==> src/rtl/imm_gen_if.sv <==
// imm_gen_if: decode-side and execute-side handshake for imm_gen_pipe.
// master = the surrounding pipeline (drives instr/src/in_valid, out_ready),
// slave  = imm_gen_pipe.
// out_err exists only when IMMGEN_ERR_EN is defined.
interface imm_gen_if #(
   parameter int XLEN = 32
);
   logic            in_valid;
   logic            in_ready;
   logic [31:0]     instr;
   logic [2:0]      src;
   logic            out_valid;
   logic            out_ready;
   logic [XLEN-1:0] imm;
`ifdef IMMGEN_ERR_EN
   logic            out_err;
`endif

   modport master (
      output in_valid, instr, src, out_ready,
      input  in_ready, out_valid, imm
`ifdef IMMGEN_ERR_EN
      , input out_err
`endif
   );

   modport slave (
      input  in_valid, instr, src, out_ready,
      output in_ready, out_valid, imm
`ifdef IMMGEN_ERR_EN
      , output out_err
`endif
   );
endinterface

==> src/rtl/imm_gen_pipe.sv <==
// imm_gen_pipe: pipelined RISC-V immediate generator, XLEN = 32 or 64.
// One output register (OR) plus one skid register (SK); in_ready is a pure
// function of registered state, so there is no path from out_ready to in_ready.
// Optional feature macro: IMMGEN_ERR_EN adds out_err, flagging src = 3'b111.
//
// state | meaning
// EMPTY | OR empty, SK empty
// ONE   | OR holds an entry, SK empty
// FULL  | OR and SK both hold entries, in_ready low
module imm_gen_pipe #(
   parameter int XLEN = 32
) (
   input logic     clk,
   input logic     rst_n,
   imm_gen_if.slave bus
);
   typedef enum logic [1:0] {EMPTY, ONE, FULL} state_t;

   state_t          state_q, state_d;
   logic            accept, emit;
   logic            ld_or_new, ld_or_sk, ld_sk;
   logic            sgn;
   logic [XLEN-1:0] imm_d, or_imm, sk_imm;
   logic            unused_opcode;
`ifdef IMMGEN_ERR_EN
   logic            err_d, or_err, sk_err;
`endif

   assign sgn           = bus.instr[31];
   assign unused_opcode = &{1'b0, bus.instr[6:0]};

   assign bus.in_ready  = (state_q != FULL);
   assign bus.out_valid = (state_q != EMPTY);
   assign bus.imm       = or_imm;
`ifdef IMMGEN_ERR_EN
   assign bus.out_err   = or_err;
`endif

   assign accept = bus.in_valid && bus.in_ready;
   assign emit   = bus.out_valid && bus.out_ready;

   // Immediate decode from the format select.
   always_comb begin
      imm_d = '0;
`ifdef IMMGEN_ERR_EN
      err_d = 1'b0;
`endif
      case (bus.src)
         3'b000: imm_d = {{(XLEN-12){sgn}}, bus.instr[31:20]};
         3'b001: imm_d = {{(XLEN-12){sgn}}, bus.instr[31:25], bus.instr[11:7]};
         3'b010: imm_d = {{(XLEN-12){sgn}}, bus.instr[7], bus.instr[30:25],
                          bus.instr[11:8], 1'b0};
         3'b011: imm_d = {{(XLEN-20){sgn}}, bus.instr[19:12], bus.instr[20],
                          bus.instr[30:21], 1'b0};
         3'b100: imm_d = {{(XLEN-31){sgn}}, bus.instr[30:12], 12'b0};
         3'b101: imm_d = {{(XLEN-5){1'b0}}, bus.instr[19:15]};
         3'b110: begin
            if (XLEN == 64) imm_d = {{(XLEN-6){1'b0}}, bus.instr[25:20]};
            else            imm_d = {{(XLEN-5){1'b0}}, bus.instr[24:20]};
         end
         default: begin
            imm_d = '0;
`ifdef IMMGEN_ERR_EN
            err_d = 1'b1;
`endif
         end
      endcase
   end

   // Occupancy state register.
   always_ff @(posedge clk or negedge rst_n) begin
      if (!rst_n) state_q <= EMPTY;
      else        state_q <= state_d;
   end

   // Next occupancy and register load strobes.
   always_comb begin
      state_d   = state_q;
      ld_or_new = 1'b0;
      ld_or_sk  = 1'b0;
      ld_sk     = 1'b0;
      case (state_q)
         EMPTY: begin
            if (accept) begin
               ld_or_new = 1'b1;
               state_d   = ONE;
            end
         end
         ONE: begin
            if (accept && emit) begin
               ld_or_new = 1'b1;
            end else if (accept) begin
               ld_sk   = 1'b1;
               state_d = FULL;
            end else if (emit) begin
               state_d = EMPTY;
            end
         end
         FULL: begin
            // accept cannot happen here: in_ready is low
            if (emit) begin
               ld_or_sk = 1'b1;
               state_d  = ONE;
            end
         end
         default: state_d = EMPTY;
      endcase
   end

   // OR and SK data registers; OR holds its value while stalled.
   always_ff @(posedge clk or negedge rst_n) begin
      if (!rst_n) begin
         or_imm <= '0;
         sk_imm <= '0;
`ifdef IMMGEN_ERR_EN
         or_err <= 1'b0;
         sk_err <= 1'b0;
`endif
      end else begin
         if (ld_or_new) begin
            or_imm <= imm_d;
`ifdef IMMGEN_ERR_EN
            or_err <= err_d;
`endif
         end else if (ld_or_sk) begin
            or_imm <= sk_imm;
`ifdef IMMGEN_ERR_EN
            or_err <= sk_err;
`endif
         end
         if (ld_sk) begin
            sk_imm <= imm_d;
`ifdef IMMGEN_ERR_EN
            sk_err <= err_d;
`endif
         end
      end
   end
endmodule

==> src/flat_wrapper.sv <==
// flat-port wrapper written by rule: the top's interface ports become plain ports
module imm_gen_pipe_flat 
#(
   parameter int XLEN = 32
)
  (clk, rst_n, bus_in_valid, bus_instr, bus_src, bus_out_ready, bus_in_ready, bus_out_valid, bus_imm);
  imm_gen_if #(.XLEN(XLEN)) bus_i ();
  input logic clk;
  input logic rst_n;
  input wire logic [$bits(bus_i.in_valid)-1:0] bus_in_valid;
  input wire logic [$bits(bus_i.instr)-1:0] bus_instr;
  input wire logic [$bits(bus_i.src)-1:0] bus_src;
  input wire logic [$bits(bus_i.out_ready)-1:0] bus_out_ready;
  output wire logic [$bits(bus_i.in_ready)-1:0] bus_in_ready;
  output wire logic [$bits(bus_i.out_valid)-1:0] bus_out_valid;
  output wire logic [$bits(bus_i.imm)-1:0] bus_imm;
  assign bus_i.in_valid = bus_in_valid;
  assign bus_i.instr = bus_instr;
  assign bus_i.src = bus_src;
  assign bus_i.out_ready = bus_out_ready;
  assign bus_in_ready = bus_i.in_ready;
  assign bus_out_valid = bus_i.out_valid;
  assign bus_imm = bus_i.imm;
  imm_gen_pipe #(.XLEN(XLEN)) u_core (.clk(clk), .rst_n(rst_n), .bus(bus_i));
endmodule
==> config.mk <==
export PLATFORM = sky130hd
export DESIGN_NAME = imm_gen_pipe_flat
export DESIGN_NICKNAME = d
export VERILOG_FILES = /design/src/rtl/imm_gen_if.sv /design/src/rtl/imm_gen_pipe.sv /design/src/flat_wrapper.sv
export SDC_FILE = /design/constraint.sdc
export NUM_CORES = 1
export LEC_CHECK = 0
export ABC_CLOCK_PERIOD_IN_PS = 1470
export BUFFER_PORTS_ARGS = -buffer_cell sky130_fd_sc_hd__buf_2
export CORE_ASPECT_RATIO = 0.6
export CORE_UTILIZATION = 45
export CTS_CLUSTER_DIAMETER = 40
export CTS_CLUSTER_SIZE = 20
export DETAILED_ROUTE_END_ITERATION = 8
export PLACE_DENSITY = 0.68
export SYNTH_ARGS = -nofsm -noshare
export SYNTH_HDL_FRONTEND = slang
export SYNTH_SLANG_ARGS = --single-unit
==> constraint.sdc <==
create_clock -name clk -period 1.47 [get_ports clk]
set_clock_uncertainty 0.05 [all_clocks]
set_input_delay 0.0735 -clock clk [delete_from_list [all_inputs] [get_ports clk]]
set_output_delay 0.0735 -clock clk [all_outputs]
set_load 0.01 [all_outputs]
# Word-level counts from Yosys, hierarchy flattened
# Index checks and enable logic that the tools add are counted.
[op_classes]
magnitude_cmp = 0
add_sub_neg = 0
n_shift = 0
n_mux = 16
bitwise = 0
multipliers = 0
n_div = 0
reduce_logical = 8
n_eq_ne = 13
[op_table]
columns = ["cell", "n"]
rows = [
  ["$pmux W32 S7", 1],
  ["$mux W32", 2],
  ["$mux W2", 5],
  ["$eq A3 B3 Y1 const B", 3],
  ["$eq A3 B2 Y1 const B", 2],
  ["$mux W1", 6],
  ["$pmux W2 S3", 1],
  ["$ne A2 B1 Y1 const B", 2],
  ["$ne A2 B2 Y1 const B", 2],
  ["$reduce_and A4 Y1", 1],
  ["$reduce_bool A2 Y1", 2],
  ["$eq A3 B1 Y1 const B", 1],
  ["$logic_and A1 B1 Y1", 3],
  ["$logic_not A3 Y1", 1],
  ["$ne A3 B1 Y1 const B", 1],
  ["$eq A2 B1 Y1 const B", 1],
  ["$eq A2 B2 Y1 const B", 1],
  ["$logic_not A2 Y1", 1],
  ["$pmux W1 S2", 1],
]
[totals]
wordCells = 40
mem_count = 0
out_inout_bits = 34
latch_bits = 0
input_bits = 39
mem_bits_rw = 0
rom_bits = 0
regBits = 66

# Longest topological paths before layout
# Gate-level depths: netlist of the first run.
[logic_depth]
ltp_word = 6
ltp_mapped = 6
depth_no_buf = 3

# Worst setup path before layout of the first run
# No wires, ideal clock.
[synth_timing]
kind = "reg-to-reg"
startpoint = "register u_core.state_q[0]"
endpoint = "register u_core.or_imm[1], in the netlist u_core.bus.imm[1]"
path_buffers = 2
required_time_ns = 1.288
path_stages_with_launch = 6
setup_ns = 0.132
setup_slack_ns = 0.127
t_arrival_ns = 1.161
period_less_slack_ns = 1.343
path_cell_list = "dfrtp_1 -> buf_2 -> nand3b_4 -> buf_4 -> a221oi_1 -> a31oi_1"
[synth_via]
elab_chain_cells = 6
elab_cells_between_ends = 15
classes_between = "3 x eq/ne; 6 x mux; 6 x reduce/logical"
[synth_lines]
columns = ["item", "line_no", "text"]
rows = [
  ["start: declaration", "imm_gen_pipe.sv:19", "state_t state_q, state_d;"],
  ["start signal: assignment", "imm_gen_pipe.sv:73", "else state_q <= state_d;"],
  ["$ne A2 B2 Y1 / $reduce_bool A2 Y1 (equally long branches)", "imm_gen_pipe.sv:32, imm_gen_pipe.sv:33", ""],
  ["$logic_and A1 B1 Y1, on equally long branches", "imm_gen_pipe.sv:39, imm_gen_pipe.sv:40", ""],
  ["$logic_and A1 B1 Y1", "imm_gen_pipe.sv:90", "if (accept && emit) begin"],
  ["$mux W1", "imm_gen_pipe.sv:90", ""],
  ["$pmux W1 S2", "imm_gen_pipe.sv:82", "case (state_q)"],
  ["$mux W32 / $reduce_bool A2 Y1 (equally long branches)", "-", ""],
  ["end signal: assignment", "imm_gen_pipe.sv:121", "or_imm <= imm_d;"],
  ["end signal: assignment", "imm_gen_pipe.sv:126", "or_imm <= sk_imm;"],
  ["end: declaration", "imm_gen_pipe.sv:23", "logic [XLEN-1:0] imm_d, or_imm, sk_imm;"],
]
# Parallel ways exist; a longest one is shown, timed or not.
# A chain may end at the register's enable or synchronous reset.

# Worst setup path after layout of the first run
[layout_timing]
startpoint = "register u_core.state_q[1]"
endpoint = "register u_core.or_imm[30], in the netlist u_core.bus.imm[30]"
# Same word-level chain as after synthesis.

==> flow_summary.json, run 1 <==
{
  "status": "finished with violations",
  "violations": "negative hold slack",
  "grt_pass1_vias": 2671,
  "path_clk_slew_ns": 0.05,
  "seqPwrFrac_pct": 40.9,
  "ant_nets": 0,
  "via_per_inst": 5.53,
  "top_usage_layer": "met2",
  "synth-async-reset-ratio_pct": 100,
  "dieArea_mm2": 0.00822,
  "routabilityCongestion": 0.831,
  "drtIter0Drc": 164,
  "sw_frac_of_total_pct": 30.3,
  "internal_power_w": 0.00447,
  "synthFlopType": "dfrtp_1",
  "ys_seq_elements": 66,
  "synthDistinctLibCells": 36,
  "fin_crit_sh_pct": 97.2,
  "grt-ovfl-total": 0,
  "antenna_found_initial": 0,
  "yosysWarnings": 0,
  "critPathTopFamily": "flip-flops",
  "fin_setup_tns_ns": 0,
  "relSlewSlack_pct": 47.8,
  "die_x_um": 116,
  "power_density_mw_per_mm2": 1440,
  "hold_slack_ns": -0.00370,
  "grt_util_met3_pct": 6.77,
  "timing.rr.end": "u_core.bus.imm[30]",
  "crit_path_cell_trace": "buf_12 -> nor2b_1 -> buf_6 -> nand2_4 -> mux2i_1",
  "worst_ep_arrival_time_ns": 1.58,
  "slew_viol_final": 0,
  "finalHoldViolations": 1,
  "synth-edff-count": 0,
  "fmax_mhz": 700,
  "rows": 24,
  "worstPathRequired_ns": 1.62,
  "routedWlPerCell_um": 17.0,
  "timing.rr.start": "u_core.state_q[1]",
  "num-nets-final": 434,
  "vias": 2787,
  "layout_common_cells": "buf_2 (64), dfrtp_1 (64), mux2i_1 (56), nand2_1 (31), o21ai_1 (19)",
  "die_h_um": 70.6,
  "cpMaxStageDelayCell": "dfrtp_2",
  "cts_max_path_buffers": 2,
  "use_met2_pct": 32.5,
  "rsz0062_at_grt": "yes",
  "numClockSinks": 66,
  "hold_path_class": "input port to flop",
  "peakVddDrop_v": 0.000702,
  "drtPass1Iterations": 4,
  "grt_max_degree": 57,
  "coreArea_mm2": 0.00742,
  "leakage_nw": 2.33,
  "timing.reg2reg.setup_slack_ns": 0.04,
  "initial_core_util_pct": 47.6,
  "htree_num_levels": 3,
  "syn2layout_area_growth_pct": 26.6,
  "clock_latency_ns": 0.33,
  "netlist_area_mm2": 0.00353,
  "end_kind": "flop",
  "syn_nets": 359,
  "min_period_ns": 1.43,
  "seq_area_frac_synth_pct": 46.8,
  "cp_num_buf_inv": 2,
  "cts_root_buf": "clkbuf_16",
  "worstSetupPathType": "flop to flop",
  "hold_end": "u_core.state_q[1]",
  "drc": 0,
  "whs_path_depth": 2,
  "fillers": 645,
  "hp-start": "bus_out_ready",
  "dp.final_hpwl_um": 5680,
  "cpPeakStageDelay_ns": 0.43,
  "setup_viol": 0,
  "tritoncts": "built",
  "wl_um": 8550,
  "met1_usage_pct": 30.1,
  "comb_power_share_pct": 25.3,
  "startpoint_type": "flop",
  "clkPwrFrac_pct": 33.8,
  "syn_area_per_cell_um2": 11.0,
  "grt_pass1_wl_um": 13300,
  "drive_gt1_share_pct": 31.5,
  "diodes": 0,
  "cts_buffers": 9,
  "io_pins": 73,
  "gr-usage-all-layers_pct": 21.7,
  "worstPathMaxFanout": 14,
  "p_sw_w": 0.00195,
  "ff2ff_path_depth": 5,
  "worst_slew_pin_slew_ns": 0.781,
  "port_buffers": 65,
  "drv_cap": 0,
  "synthCells": 320
}
-- state kept, by name, summed over array words and instances, names as in the netlist --
| register | cells |
|---|---|
| u_core.sk_imm | 32 |
| u_core.state_q | 2 |
| u_core.bus.imm | 32 |
-- power by group through the flow --
stage	clock [W]	sequential [W]	combinational (W)
6_report	0.00217	0.00263	0.00162
5_1_grt	0.00230	0.00269	0.00181
4_1_cts	0.00220	0.00263	0.00158
3_5_place_dp	0	0.00265	0.00154
3_3_place_gp	0	0.00262	0.00149
2_1_floorplan	0	0.00270	0.000891
-- worst max path at each step --
stage                            startpoint                  to  slack (ns)  cells after the start
after floorplan           u_core.state_q[0]   u_core.bus.imm[1]        0.13                      5
after global placement           bus_src[0]   u_core.sk_imm[13]        0.04                      5
after detailed placement         bus_src[0]  u_core.bus.imm[16]       -0.04                      5
after CTS                 u_core.state_q[1]  u_core.bus.imm[17]      -0.006                      5
after global routing      u_core.state_q[1]  u_core.bus.imm[27]      -0.008                      5
final                     u_core.state_q[1]  u_core.bus.imm[30]        0.04                      5
-- Yosys cell counts (all sizes together) (2+ instances only) --
| cell type | n | area (um^2) |
|---|---|---|
| inv | 2 | 7.51 |
| mux2 | 9 | 101 |
| nor4 | 8 | 56.3 |
| nor4bb | 9 | 90.1 |
| o21ai | 29 | 145 |
| a221oi | 4 | 35.0 |
| nor3b | 3 | 50.1 |
| mux2i | 57 | 571 |
| a31oi | 12 | 75.1 |
| and4b | 16 | 160 |
| a21oi | 12 | 60.1 |
| a22oi | 4 | 30.0 |
| nand2b | 8 | 50.1 |
| dfrtp | 66 | 1650 |
| nand2 | 32 | 136 |
| nor2 | 6 | 22.5 |
| clkbuf | 8 | 30.0 |
| nor2b | 4 | 25.0 |
| buf | 21 | 141 |
-- logic make-up (layout without fill, tap and decap cells) --
family | after synthesis | count (layout) | share of synthesized area, %
multiplexers | 66 | 66 | 19.0
AO/OA/AOI/OAI | 66 | 66 | 10.9
XOR/XNOR | 1 | 1 | 0.248
AND/OR/NAND/NOR | 90 | 91 | 18.0
buffers and inverters | 31 | 110 | 5.07
flip-flops | 66 | 66 | 46.8
-- final cells by class --
class	instances	area (um^2)	area share (%)
well taps	104	130	2.91
inverters	2	7.51	0.168
clock inverters	6	66.3	1.48
multi-input cells	224	1730	38.7
clock buffers	10	239	5.35
repair buffers	92	642	14.4
flip-flops and latches	66	1650	37.0
-- routing by layer --
metal	vias up	routed length, um
met5	-	0
met4	0	104
met3	12	487
met2	83	3830
met1	1356	4130
li1	1336	-
-- what timing repair did --
item                       in CTS  in global routing
setup endpoints to repair       1                 31
hold endpoints to repair       71                  0
gates resized for setup         2                  9
hold buffers                    5                  0
setup buffers                   2                  2
cloned                          0                  2
pin swaps                       0                  1
-- through the flow --
step	setup WS, ns	util (%)	total power [W]	instances	instance area, um^2
floorplan	0.127	-	0.00359	320	3530
global placement	0.0449	53.9	0.00411	477	4000
detailed placement	-0.0352	53.9	0.00419	477	4000
CTS	-0.00616	59.1	0.00641	500	4390
global route	-0.00823	60.3	0.00680	504	4470
finish	0.0417	60.3	0.00642	504	4470
No activity file was read; power rests on OpenSTA's default activity.
==> run 2, diff against run 1 <==
==> constraint.sdc (replaced) <==
create_clock -name clk -period 1.47 [get_ports clk]
set_clock_uncertainty 0.05 [all_clocks]
set_input_delay 0 -clock clk [delete_from_list [all_inputs] [get_ports clk]]
set_output_delay 0 -clock clk [all_outputs]
set_load 0.01 [all_outputs]
==> run 2 against run 1 <==
The flow now finishes without violations. Global-route usage shrank 0.69 points. Non-clock buffer count grew 3. First-iteration DRC count shrank 3.7%. Die area is the same. Cell count grew 0.40%. Core utilization grew 0.25 points. Combinational power shrank 4%. Register-to-register slack gained 0.06 ns. Maximum frequency grew 0.34%. Critical endpoint is now bus_out_valid.
==> flow_summary.json, run 2 (synthesis gave the netlist of run 1 again) <==
{
  "whs_path_depth": 3,
  "fin_setup_tns_ns": 0,
  "cts_setup_buffers": 0,
  "utilization_pct": 60.5,
  "cp_num_buf_inv": 2,
  "fin_crit_sh_pct": 96.8,
  "via_per_inst": 5.46,
  "tritoncts": "built",
  "drive_gt1_share_pct": 29.4,
  "cts_buffers": 9,
  "grt_pass1_vias": 2543,
  "startpoint_type": "flop",
  "drc": 0,
  "rsz0062_at_grt": "no",
  "dieArea_mm2": 0.00822,
  "relSlewSlack_pct": 63.9,
  "critPathTopFamily": "flip-flops",
  "path_clk_slew_ns": 0.06,
  "worstPathMaxFanout": 8,
  "cpMaxStageDelayCell": "dfrtp_2",
  "die_x_um": 116,
  "finalNonFillerCells": 506,
  "worst_slew_pin_slew_ns": 0.541,
  "finalHoldViolations": 0,
  "setup_viol": 0,
  "power_density_mw_per_mm2": 1450,
  "clock_latency_ns": 0.33,
  "grt_pass1_wl_um": 12900,
  "ant_nets": 0,
  "coreArea_mm2": 0.00742,
  "worstPathRequired_ns": 1.42,
  "numClockSinks": 66,
  "p_sw_w": 0.00187,
  "vias": 2763,
  "cts_max_path_buffers": 2,
  "rows": 24,
  "fmax_mhz": 703,
  "routedWlPerCell_um": 15.9,
  "p_total_w": 0.00653,
  "cts_root_buf": "clkbuf_16",
  "diodes": 0,
  "cpPeakStageDelay_ns": 0.46,
  "comb_power_share_pct": 23.9,
  "peakVddDrop_v": 0.000760,
  "htree_num_levels": 3,
  "grt_max_degree": 67,
  "worstSetupPathType": "flop to output port",
  "hp-start": "bus_instr[24]",
  "status": "finished clean",
  "drv_cap": 0,
  "ff2ff_path_depth": 4,
  "slew_viol_final": 0,
  "hold_end": "u_core.sk_imm[24]",
  "end_kind": "output port",
  "clkPwrFrac_pct": 35.9,
  "hold_path_class": "input port to flop",
  "timing.reg2reg.setup_slack_ns": 0.10,
  "timing.rr.end": "u_core.bus.imm[7]",
  "num-nets-final": 436,
  "sw_frac_of_total_pct": 28.6,
  "gr-usage-all-layers_pct": 21.0,
  "initial_core_util_pct": 47.6,
  "leakage_nw": 2.35,
  "dp.cells": 477,
  "internal_power_w": 0.00466,
  "worst_ep_arrival_time_ns": 1.37,
  "antenna_found_initial": 0,
  "layout_common_cells": "buf_2 (65), dfrtp_1 (65), mux2i_1 (57), nand2_1 (31), o21ai_1 (19)",
  "crit_path_cell_trace": "buf_6 -> or2_2 -> buf_2",
  "die_h_um": 70.6,
  "seqPwrFrac_pct": 40.2,
  "wl_um": 8060,
  "routabilityCongestion": 0.819,
  "drtPass1Iterations": 4,
  "syn2layout_area_growth_pct": 27.1,
  "min_period_ns": 1.42,
  "timing.rr.start": "u_core.state_q[1]",
  "port_buffers": 65,
  "grt-ovfl-total": 0,
  "drtIter0Drc": 158,
  "io_pins": 73,
  "dp.final_hpwl_um": 5420
}
[run 2: cell types whose count changed in the layout (fill, tap and decap cells not counted), sizes merged]
cell / change
buf: -4
bufinv: +1
clkbuf: +1
clkinvlp: -3
dlygate4sd3: +8
nand2: -1
[run 2: worst max-delay path by stage]
stage | startpoint | endpoint | slack [ns] | cells after the start
2_1_floorplan | u_core.state_q[0] | u_core.bus.imm[1] | 0.13 | 5
3_3_place_gp | u_core.state_q[0] | u_core.bus.imm[12] | 0.07 | 3
3_5_place_dp | u_core.state_q[0] | u_core.bus.imm[7] | 0.05 | 3
4_1_cts | u_core.state_q[1] | bus_out_valid | 0.008 | 3
5_1_grt | u_core.state_q[1] | bus_out_valid | 0.005 | 3
6_report | u_core.state_q[1] | bus_out_valid | 0.05 | 3
[run 2: cell type report]
type | instances | area, um^2
inverters | 2 | 7.51
multi-input cells | 223 | 1730
repair buffers | 95 | 637
fillers | 650 | 2930
clock inverters | 4 | 73.8
clock buffers | 12 | 256
flip-flops and latches | 66 | 1650
well taps | 104 | 130
[run 2: routing by layer]
| metal | wire length, um | track usage (%) |
|---|---|---|
| met1 | 4040 | 30.5 |
| met2 | 3450 | 29.8 |
| met3 | 519 | 6.86 |
| met4 | 49 | 6.27 |
| met5 | 0 | 0 |
[run 2: worst reg2reg max path, delay by kind of cell, from the launching register on]
kind / cells / cell delay (ns)
buffers and inverters: 1 / 0.19
DFF: 1 / 0.46
muxes: 1 / 0.21
and+or+nand+nor: 2 / 0.33
[run 2: power groups by stage]
stage                     Combinational (W)  Clock, W  Sequential, W
final                               0.00156   0.00235        0.00262
after global routing                0.00174   0.00247        0.00268
after CTS                           0.00156   0.00239        0.00262
after detailed placement            0.00153         0        0.00265
after global placement              0.00149         0        0.00263
after floorplan                    0.000891         0        0.00270
[run 2: repair_timing]
item	in CTS	in global routing
gates resized for setup	0	7
endpoints found under the setup margin	0	44
hold buffers	13	0
hold endpoints to repair	98	0
[run 2: metrics by stage]
| step | setup WS (ns) | area [um^2] | hold WS, ns |
|---|---|---|---|
| floorplan | 0.127 | 3530 | -0.346 |
| global placement | 0.0688 | 4000 | -0.00760 |
| detailed placement | 0.0490 | 4000 | -0.00559 |
| CTS | 0.00806 | 4460 | 0.00338 |
| global route | 0.00521 | 4490 | 0.0282 |
| finish | 0.0465 | 4490 | 0.0129 |
==> run 3, diff against run 2 <==
- CELL_PAD_IN_SITES_DETAIL_PLACEMENT: default -> 1
- CELL_PAD_IN_SITES_GLOBAL_PLACEMENT: default -> 2
- CORE_UTILIZATION: 45 -> 35
- PLACE_DENSITY: 0.68 -> default
- PLACE_DENSITY_LB_ADDON: default -> 0.1
==> run 3 against run 2 <==
Clock power down 6%. First-iteration DRC count fell by 47%. Maximum frequency down 1.9%. Sequential cell count unchanged. Clock-buffer cell count is the same. Via count is 2.0% higher. Final area decreased by 0.33%. Combinational power up 3%. Global-route usage down 1.7 points. Sequential share of layout area increased by 0.12 points. Non-clock buffer count fell by 2. Critical path type unchanged. Highest routed layer unchanged.
==> flow_summary.json, run 3 (synthesis gave the netlist of run 1 again) <==
{
  "status": "finished clean",
  "worstSetupPathType": "flop to output port",
  "fin_area_mm2": 0.00447,
  "end_kind": "output port",
  "dp.final_hpwl_um": 6420,
  "utilization_pct": 47.1,
  "finalHoldViolations": 0,
  "grt-ovfl-total": 0,
  "cpPeakStageDelay_ns": 0.47,
  "grt_max_degree": 57,
  "relSlewSlack_pct": 45.6,
  "gr-usage-all-layers_pct": 19.3,
  "die_h_um": 79.8,
  "cts_max_path_buffers": 2,
  "htree_num_levels": 3,
  "coreArea_mm2": 0.00949,
  "wl_um": 9520,
  "cts_buffers": 9,
  "cts_setup_buffers": 0,
  "dieArea_mm2": 0.0105,
  "die_x_um": 132,
  "worst_slew_pin_slew_ns": 0.815,
  "drv_cap": 0,
  "numClockSinks": 66,
  "drtPass1Iterations": 4,
  "crit_path_cell_trace": "buf_4 -> or2_2 -> buf_2",
  "worstPathRequired_ns": 1.42,
  "routedWlPerCell_um": 17.9,
  "fin_setup_tns_ns": 0,
  "vias": 2819,
  "initial_core_util_pct": 37.2,
  "peakVddDrop_v": 0.000515,
  "path_clk_slew_ns": 0.06,
  "layout_common_cells": "buf_2 (65), dfrtp_1 (65), mux2i_1 (57), nand2_1 (31), o21ai_1 (19)",
  "top_layer": "met4",
  "drive_gt1_share_pct": 29.7,
  "fin_crit_sh_pct": 98.8,
  "worst_ep_arrival_time_ns": 1.40,
  "syn2layout_area_growth_pct": 26.7,
  "io_pins": 73,
  "cpMaxStageDelayCell": "dfrtp_2",
  "via_per_inst": 5.31,
  "wl_met1_um": 4830,
  "power_density_mw_per_mm2": 1430,
  "hold_path_class": "input port to flop",
  "startpoint_type": "flop",
  "routabilityCongestion": 0.725,
  "grt_pass1_wl_um": 15300,
  "num-nets-final": 435,
  "clock_latency_ns": 0.33,
  "fmax_mhz": 689,
  "diodes": 0,
  "rows": 27,
  "tritoncts": "built",
  "cts_root_buf": "clkbuf_16",
  "worstPathMaxFanout": 7,
  "wl_met2_um": 4220,
  "min_period_ns": 1.45,
  "port_buffers": 65,
  "leakage_nw": 2.32,
  "dr_wl_met3_um": 367,
  "rsz0062_at_grt": "yes",
  "drtIter0Drc": 83,
  "grt_pass1_vias": 2905,
  "placed_cell_area_mm2": 0.00404,
  "slew_viol_final": 0,
  "setup_viol": 0,
  "ant_nets": 0,
  "antenna_found_initial": 0,
  "drc": 0
}
==> run 3: report_power, final <==
group	leakage, nW	switching [W]	total, W	internal, W
Clock	0.145	0.000795	0.00220	0.00140
Sequential	0.836	0.000287	0.00263	0.00234
Combinational	1.34	0.000858	0.00160	0.000738
==> run 3: layout make-up <==
cell class / instances / area [um^2]
Tap cell: 130 / 163
Inverter: 2 / 7.51
Fill cell: 1050 / 5020
Multi-Input combinational cell: 224 / 1730
Sequential cell: 66 / 1650
Timing Repair Buffer: 93 / 611
Clock buffer: 12 / 256
Clock inverter: 4 / 50.0
==> run 3: worst paths after layout <==
check                                       start                  to  slack, ns  cells after the start
worst max-delay path            u_core.state_q[1]       bus_out_valid       0.02                      3
worst min-delay path                bus_instr[20]   u_core.bus.imm[0]       0.02                      3
worst max register to register  u_core.state_q[1]   u_core.bus.imm[2]       0.05                      4
worst min register to register  u_core.sk_imm[20]   u_core.sk_imm[20]       0.43                      2
max in group asynchronous                   rst_n   u_core.state_q[1]       0.73                      3
min in group asynchronous                   rst_n  u_core.bus.imm[10]       0.11                      2
==> run 3: critical path: cells and delay by family (launching register included) <==
family,cells,cell delay (ns)
buffers and inverters,2,0.32
AND/OR/NAND/NOR,1,0.28
flip-flops,1,0.47
==> run 3: through the flow <==
stage                     instances  hold slack (ns)  worst slack (ns)  power (W)
after floorplan                 320           -0.346             0.127    0.00359
after global placement          504          -0.0599            0.0485    0.00415
after detailed placement        504          -0.0595           -0.0120    0.00423
after CTS                       530          0.00201            0.0197    0.00649
after global routing            531           0.0348           -0.0134    0.00681
final                           531           0.0152            0.0182    0.00642
==> run 3: repair_timing <==
item / 4_1_cts / 5_1_grt
gates resized for setup: 2 / 2
endpoints found under the hold margin: 94 / 0
pin swaps: 0 / 1
gates cloned: 0 / 1
endpoints found under the setup margin: 3 / 14
hold buffers: 10 / 0
==> run 3: routing by layer <==
layer / track usage [%] / up-vias
met1: 25.6 / 1407
li1: - / 1340
met3: 5.02 / 9
met4: 6.63 / 0
met2: 30.8 / 63
met5: 0 / -
